===== src/rtl/control_sequencer.sv =====
// Micro-step sequencer for the 8-bit bus machine: fetch in s0/s1, opcode-specific execute in s2..s4.
// All strobes are combinational decodes of the current step, so consumers act on the next rising edge.
module control_sequencer (
    input  logic       clk,
    input  logic       reset,
    input  logic [3:0] opcode,
    input  logic       carry,
    input  logic       zero,
    output logic       pc_oe_n,
    output logic       ram_oe_n,
    output logic       ir_oe_n,
    output logic       a_oe_n,
    output logic       alu_oe_n,
    output logic       mar_load,
    output logic       ram_load,
    output logic       ir_load,
    output logic       a_load,
    output logic       b_load,
    output logic       out_load,
    output logic       flags_load,
    output logic       pc_inc,
    output logic       pc_load,
    output logic       alu_sub,
    output logic       halt,
    output logic [2:0] step
);

    localparam logic [3:0] OP_LDA = 4'h1;
    localparam logic [3:0] OP_ADD = 4'h2;
    localparam logic [3:0] OP_SUB = 4'h3;
    localparam logic [3:0] OP_STA = 4'h4;
    localparam logic [3:0] OP_LDI = 4'h5;
    localparam logic [3:0] OP_JMP = 4'h6;
    localparam logic [3:0] OP_JC  = 4'h7;
    localparam logic [3:0] OP_JZ  = 4'h8;
    localparam logic [3:0] OP_OUT = 4'hE;
    localparam logic [3:0] OP_HLT = 4'hF;

    typedef enum logic {
        ST_RUN,
        ST_HALT
    } state_t;

    state_t     state_reg, state_next;
    logic [2:0] step_reg, step_next;
    logic [2:0] last_step;

    always_ff @(posedge clk or negedge reset) begin
        if (!reset) begin
            state_reg <= ST_RUN;
            step_reg  <= 3'd0;
        end else begin
            state_reg <= state_next;
            step_reg  <= step_next;
        end
    end

    always_comb begin
        last_step  = 3'd2;
        case (opcode)
            OP_LDA, OP_STA: last_step = 3'd3;
            OP_ADD, OP_SUB: last_step = 3'd4;
            default:        last_step = 3'd2;
        endcase

        state_next = state_reg;
        step_next  = step_reg;
        // Once halted, the step register simply holds its value (2).
        if (state_reg == ST_RUN) begin
            if (step_reg > 3'd4) begin
                step_next = 3'd0;
            end else if (step_reg == 3'd2 && opcode == OP_HLT) begin
                state_next = ST_HALT;
            end else if (step_reg >= 3'd2 && step_reg >= last_step) begin
                step_next = 3'd0;
            end else begin
                step_next = step_reg + 3'd1;
            end
        end
    end

    always_comb begin
        pc_oe_n    = 1'b1;
        ram_oe_n   = 1'b1;
        ir_oe_n    = 1'b1;
        a_oe_n     = 1'b1;
        alu_oe_n   = 1'b1;
        mar_load   = 1'b0;
        ram_load   = 1'b0;
        ir_load    = 1'b0;
        a_load     = 1'b0;
        b_load     = 1'b0;
        out_load   = 1'b0;
        flags_load = 1'b0;
        pc_inc     = 1'b0;
        pc_load    = 1'b0;
        alu_sub    = 1'b0;
        // Gating with reset keeps the step-0 fetch strobes quiet while reset is held.
        if (reset && state_reg == ST_RUN) begin
            case (step_reg)
                3'd0: begin
                    pc_oe_n  = 1'b0;
                    mar_load = 1'b1;
                end
                3'd1: begin
                    ram_oe_n = 1'b0;
                    ir_load  = 1'b1;
                    pc_inc   = 1'b1;
                end
                3'd2: begin
                    case (opcode)
                        OP_LDA, OP_ADD, OP_SUB, OP_STA: begin
                            ir_oe_n  = 1'b0;
                            mar_load = 1'b1;
                        end
                        OP_LDI: begin
                            ir_oe_n = 1'b0;
                            a_load  = 1'b1;
                        end
                        OP_JMP: begin
                            ir_oe_n = 1'b0;
                            pc_load = 1'b1;
                        end
                        OP_JC, OP_JZ: begin
                            if ((opcode == OP_JC) ? carry : zero) begin
                                ir_oe_n = 1'b0;
                                pc_load = 1'b1;
                            end
                        end
                        OP_OUT: begin
                            a_oe_n   = 1'b0;
                            out_load = 1'b1;
                        end
                        default: ;
                    endcase
                end
                3'd3: begin
                    case (opcode)
                        OP_LDA: begin
                            ram_oe_n = 1'b0;
                            a_load   = 1'b1;
                        end
                        OP_ADD, OP_SUB: begin
                            ram_oe_n = 1'b0;
                            b_load   = 1'b1;
                        end
                        OP_STA: begin
                            a_oe_n   = 1'b0;
                            ram_load = 1'b1;
                        end
                        default: ;
                    endcase
                end
                3'd4: begin
                    if (opcode == OP_ADD || opcode == OP_SUB) begin
                        alu_oe_n   = 1'b0;
                        a_load     = 1'b1;
                        flags_load = 1'b1;
                        alu_sub    = (opcode == OP_SUB);
                    end
                end
                default: ;
            endcase
        end
    end

    assign halt = (state_reg == ST_HALT);
    assign step = step_reg;

endmodule

===== config.mk =====
export PLATFORM = sky130hd
export DESIGN_NAME = control_sequencer
export DESIGN_NICKNAME = d
export VERILOG_FILES = /design/src/rtl/control_sequencer.sv
export SDC_FILE = /design/constraint.sdc
export NUM_CORES = 1
export LEC_CHECK = 0
export ABC_AREA = 0
export BUFFER_PORTS_ARGS = -buffer_cell sky130_fd_sc_hd__buf_2
export CAP_MARGIN = 20
export CELL_PAD_IN_SITES_DETAIL_PLACEMENT = 1
export CELL_PAD_IN_SITES_GLOBAL_PLACEMENT = 1
export CORE_MARGIN = 5
export CORE_UTILIZATION = 30
export DETAILED_ROUTE_END_ITERATION = 12
export PLACE_DENSITY_LB_ADDON = 0.1
export SYNTH_ARGS = -nofsm -noshare
export SYNTH_HDL_FRONTEND = slang
export SYNTH_SLANG_ARGS = --single-unit

===== constraint.sdc =====
create_clock -name clk -period 1.87 [get_ports clk]
set_input_delay 0.187 -clock clk [delete_from_list [all_inputs] [get_ports clk]]
set_output_delay 0.187 -clock clk [all_outputs]
set_load 0.02 [all_outputs]

-- Yosys cells after proc, flatten, opt, wreduce, memory -nomap -nowiden
Index checks and enable logic that the tools add are counted.
- register bits after elaboration: 4
- latch bits: 0
- RAM bits: 0
- memory bits (read-only): 0
- input port bits: 8
- output and inout bits: 19
- memories: 0
- $add $sub $neg: 1
- multiply operators: 0
- divide/modulo/power cells: 0
- magnitude comparators: 3
- equal/unequal tests: 15
- shift-type cells: 0
- multiplexer cells: 52
- bitwise gates (word level): 1
- reductions and logical operators: 12
- operators with widths (operator ; number):
    $mux 1 ; 42
    $eq 4x3->1 const B ; 4
    $eq 4x4->1 const B ; 3
    $pmux 1 s2 ; 5
    $mux 3 ; 3
    $eq 4x2->1 const B ; 2
    $eq 3x2->1 const B ; 2
    $pmux 3 s2 ; 1
    $reduce_or 2->1 ; 3
    $reduce_or 6->1 ; 1
    $eq 4x1->1 const B ; 1
    $reduce_or 4->1 ; 1
    $add 3x1->3 const B ; 1
    $eq 3x1->1 const B ; 1
    $eq 3x3->1 const B ; 1
    $ge 3x2->1 const B ; 1
    $ge 3x3->1 ; 1
    $gt 3x3->1 const B ; 1
    $logic_and 1x1->1 ; 3
    $logic_not 3->1 ; 1
    $pmux 1 s3 ; 1
    $reduce_or 3->1 ; 1
    $ne 2x2->1 const B ; 1
    $reduce_and 2->1 ; 1
    other kinds (2) ; 2

-- Depth between registers and ports, before layout
- depth in word-level cells: 8
- mapped depth: 7
- depth with buffers taken out: 6

-- Worst setup path before layout
Ideal clock, no wire load.
- path type: reg-to-output
- from: register step_reg[1], in the netlist step[1]
- to: output a_load
- arrival time: 1.734 ns
- setup slack: -0.051 ns
- cell stages (with the launch flop): 6
- path buffers: 0
- path through: dfrtp_1 ha_1 ha_1 nand3b_1 a21o_1 a211oi_1
- longest elaborated chain between the ends: 3
- elaborated cells on any way between the ends: 5
- classes of those cells: 3 x eq/ne; 2 x mux
- ends and longest elaborated chain (item ; line ; source):
    start: declaration ; 45 ; logic [2:0] step_reg, step_next;
    start signal: assignment ; 54 ; step_reg <= step_next;
    $eq 3x3->1 or $eq 3x2->1 (tied branches) ; 100 ; case (step_reg)
    $pmux 1 s3 (*) ; 100 ;
    $mux 1 (*) ; 99 ; if (reset && state_reg == ST_RUN) begin
    end: declaration ; 17 ; output logic a_load,
Mark *: on every way between the ends. The rest lies on a longest branch, timed or not.

-- Final worst setup path
- from: register step_reg[0], in the netlist step[0]
- to: output a_load
Same word-level chain as after synthesis.

==> summary.json <==
{
  "run_status": {"value": "complete, no violations"},
  "worstHoldPathType": {"value": "primary input to async pin"},
  "end_kind": {"value": "primary output"},
  "synth.top_cell.area_share": {"value": 15.2, "unit": "%"},
  "die_width": {"value": 56.9, "unit": "microns"},
  "floorplan.rows": {"value": 17},
  "max_clock_freq": {"value": 553, "unit": "MHz"},
  "power_report.internal_total": {"value": 586, "unit": "uW"},
  "setup_repair_after_global_routing_missed_its_margin": {"value": "false"},
  "dieHeight": {"value": 56.9, "unit": "microns"},
  "grt.total_usage": {"value": 13.3, "unit": "%"},
  "combined_flip_flop_and_latch_cell_area": {"value": 103, "unit": "sq um"},
  "cts.clk_slew.worst_paths": {"value": 40, "unit": "ps"},
  "ioPinCount": {"value": 27},
  "leading_post_synthesis_cells_by_instance_count": {"value": "8 x inv_1, 8 x nor2_1, 7 x ha_1"},
  "vdd_ir_drop_max": {"value": 0.881, "unit": "mV"},
  "post_synth_xor_xnor_area": {"value": 1.33, "unit": "%"},
  "power_density": {"value": 1250, "unit": "mW/mm^2"},
  "syn-instance-count": {"value": 85},
  "fraction_of_synthesized_area_in_multiplexers": {"value": 1.52, "unit": "%"},
  "worst-path-max-fanout": {"value": 5},
  "via_count_of_the_first_global_routing_pass": {"value": 802},
  "global_route_wire_length_before_repair": {"value": 3590, "unit": "microns"},
  "combinational_group_share_of_total_power": {"value": 75.4, "unit": "%"},
  "die_area": {"value": 0.00324, "unit": "sq mm"},
  "routabilityCongestion": {"value": 0.765},
  "synth_largest_area_cell": {"value": "dfrtp_1"},
  "global_route.overflow_total": {"value": 0},
  "yosys_warnings": {"value": 0},
  "finalSetupTns": {"value": 0, "unit": "ps"},
  "power": {"value": 1160, "unit": "uW"},
  "clock-skew-final": {"value": 3.45, "unit": "ps"},
  "hold_slack": {"value": 387, "unit": "ps"},
  "antenna-diode-count": {"value": 0},
  "number_of_antenna_violations_at_the_first_check_in_global_routing": {"value": 0},
  "netSwitchingFraction": {"value": 49.5, "unit": "%"},
  "r2r.worst_path.cells": {"value": 6},
  "filler_cell_count": {"value": 296},
  "tritoncts": {"value": "done"},
  "clock_insertion_delay_worst_skew": {"value": 230, "unit": "ps"},
  "cp.arrival": {"value": 1620, "unit": "ps"},
  "cts_max_level": {"value": 1},
  "cts_buffer_depth": {"value": 2},
  "area_overhead_of_the_layout_relative_to_synthesis": {"value": 40.3, "unit": "%"},
  "regToRegSetupSlack": {"value": 120, "unit": "ps"},
  "placed_cell_area": {"value": 827, "unit": "sq um"},
  "ys_seq_area_share": {"value": 15.2, "unit": "%"},
  "clock_sinks": {"value": 4},
  "viasPerCell": {"value": 5.12},
  "critical_path_required": {"value": 1680, "unit": "ps"},
  "via_count": {"value": 753},
  "largest_register_ff_count": {"value": 3},
  "final_net_count": {"value": 136},
  "power.leakage": {"value": 0.000448, "unit": "uW"},
  "critical_path.startpoint_type": {"value": "flip-flop"},
  "max_slew.worst_pin.slew": {"value": 332, "unit": "ps"},
  "final_design_area_excluding_fillers": {"value": 927, "unit": "sq um"},
  "netsw": {"value": 574, "unit": "uW"},
  "max-slew-margin-rel": {"value": 77.8, "unit": "%"},
  "netlist-cell-type-count": {"value": 42},
  "final_layout_size_suffix_gt1_share": {"value": 42.9, "unit": "%"},
  "synth-async-reset-ratio": {"value": 100, "unit": "%"},
  "synth_simple_gate_area_share": {"value": 37.5, "unit": "%"},
  "dpl.hpwl": {"value": 1700, "unit": "microns"},
  "finalCoreUtilization": {"value": 43.2, "unit": "%"},
  "syn-mean-instance-area": {"value": 7.77, "unit": "sq um"},
  "synth_edf_count": {"value": 0},
  "fin_crit_sh": {"value": 96.6, "unit": "%"},
  "drc": {"value": 0},
  "design.core.area": {"value": 0.00215, "unit": "sq mm"},
  "p_seq_share": {"value": 15.8, "unit": "%"},
  "numPortBuffers": {"value": 26},
  "wire_per_inst": {"value": 14.9, "unit": "microns"},
  "regToRegStartpoint": {"value": "step[1]$_DFFE_PN0P_"},
  "synthTopCellsByArea": {"value": "dfrtp_1 15%, ha_1 13%, inv_1 4.5%"},
  "dr.first_iter.drc_count": {"value": 8},
  "starting_density_of_the_core": {"value": 30.8, "unit": "%"},
  "postSynthNetCount": {"value": 100},
  "critical_path_class": {"value": "flip-flop to primary output"},
  "rr_endpoint": {"value": "step[2]$_DFFE_PN0P_"},
  "setup.worst_path.start": {"value": "step[0]$_DFFE_PN0P_"},
  "hold_viol": {"value": 0},
  "slew_violations": {"value": 0},
  "post-route-min-period": {"value": 1810, "unit": "ps"},
  "synth_flop_cell": {"value": "dfrtp_1"},
  "synth.ff_latch_count": {"value": 4},
  "postRouteAntennaNets": {"value": 0},
  "cts.root.buffer_cell": {"value": "clkbuf_4"},
  "setup_violations": {"value": 0},
  "synthesis.area": {"value": 661, "unit": "sq um"},
  "drt_pre_antenna_iters": {"value": 4},
  "synth_compound_area_share": {"value": 20.5, "unit": "%"},
  "max_cap_violations": {"value": 0},
  "largest_net_degree_at_the_start_of_global_routing": {"value": 12},
  "clock_power_share": {"value": 8.8, "unit": "%"},
  "cts-buffers-inserted": {"value": 3},
  "routed_wirelength": {"value": 2200, "unit": "microns"},
  "combinational_family_with_the_most_area_after_synthesis": {"value": "simple AND/OR/NAND/NOR gates"},
  "multi_input_combinational_cell_area": {"value": 512, "unit": "sq um"},
  "synth_adder_area_share": {"value": 13.3, "unit": "%"}
}
-- metrics by stage --
step | std cells | worst slack (ps)
after global placement | 137 | 115
after global routing | 147 | 0.498
after floorplan | 85 | 35.0
final | 147 | 63.1
after CTS | 145 | 9.74
after detailed placement | 137 | 143
-- worst max-delay path, cell delays in order (launching register included) --
cell	delay, ps
dfrtp_2	400
ha_1	210
ha_4	170
nand3b_1	80
a21o_1	200
a211oi_2	170
buf_4	170
-- cells by family after synthesis --
family | count (synthesis)
adder cells (fa/ha/maj) | 7
flip-flops | 4
AND/OR/NAND/NOR | 39
AO/OA/AOI/OAI | 18
XOR/XNOR | 1
multiplexers | 1
buffers and inverters | 15
-- layer usage --
metal,routed length [microns],vias to the layer above,global-route usage [%]
met5,0,-,0
met4,0,0,4.30
met3,112,0,2.53
met1,1040,352,16.6
li1,-,380,-
met2,1050,21,22.8
-- final cells by class --
| class | instances | share of cell area (%) |
|---|---|---|
| Multi-Input combinational cell | 66 | 55.2 |
| Timing Repair Buffer | 38 | 24.3 |
| Sequential cell | 4 | 11.1 |
| Tap cell | 28 | 3.78 |
| Inverter | 8 | 3.24 |
| Clock buffer | 3 | 2.43 |
-- layout by cell type, fill, tap and decap left out, types with 2 or more instances in the layout --
| cell | Yosys | layout |
|---|---|---|
| and3b_1 | 2 | 2 |
| buf_2 | 3 | 25 |
| buf_4 | 1 | 12 |
| clkbuf_4 | 0 | 3 |
| dfrtp_1 | 4 | 2 |
| dfrtp_2 | 0 | 2 |
| ha_1 | 7 | 5 |
| inv_1 | 8 | 7 |
| nand2_1 | 4 | 4 |
| nand2b_1 | 3 | 3 |
| nand3_1 | 2 | 2 |
| nand3b_1 | 2 | 2 |
| nand4_1 | 3 | 3 |
| nor2_1 | 8 | 7 |
| nor3_1 | 3 | 3 |
| nor3b_1 | 2 | 2 |
| nor4_1 | 2 | 2 |
| o21ai_0 | 2 | 2 |
| o31ai_1 | 3 | 3 |
-- worst max-delay path by stage --
stage | end | slack (ps) | cells after the start
floorplan | ram_load | 40 | 4
global placement | a_load | 120 | 6
detailed placement | a_load | 140 | 6
CTS | a_load | 10 | 6
global route | step[0]$_DFFE_PN0P_ | 0.5 | 6
finish | a_load | 60 | 6
-- power by group through the flow --
stage               Sequential [uW]  Combinational (uW)  Clock [uW]
floorplan                       231                 438           0
global placement                198                 712           0
detailed placement              199                 715           0
global route                    190                 959         115
CTS                             190                 803         110
finish                          183                 875         102
-- repair_timing --
action,4_1_cts,5_1_grt
resized for setup,6,2
pin swaps,0,1
hold buffers,1,0
hold endpoints to repair,4,0
setup buffers,4,2
endpoints found under the setup margin,3,3
Note: power is estimated with default switching activity, not from simulation.
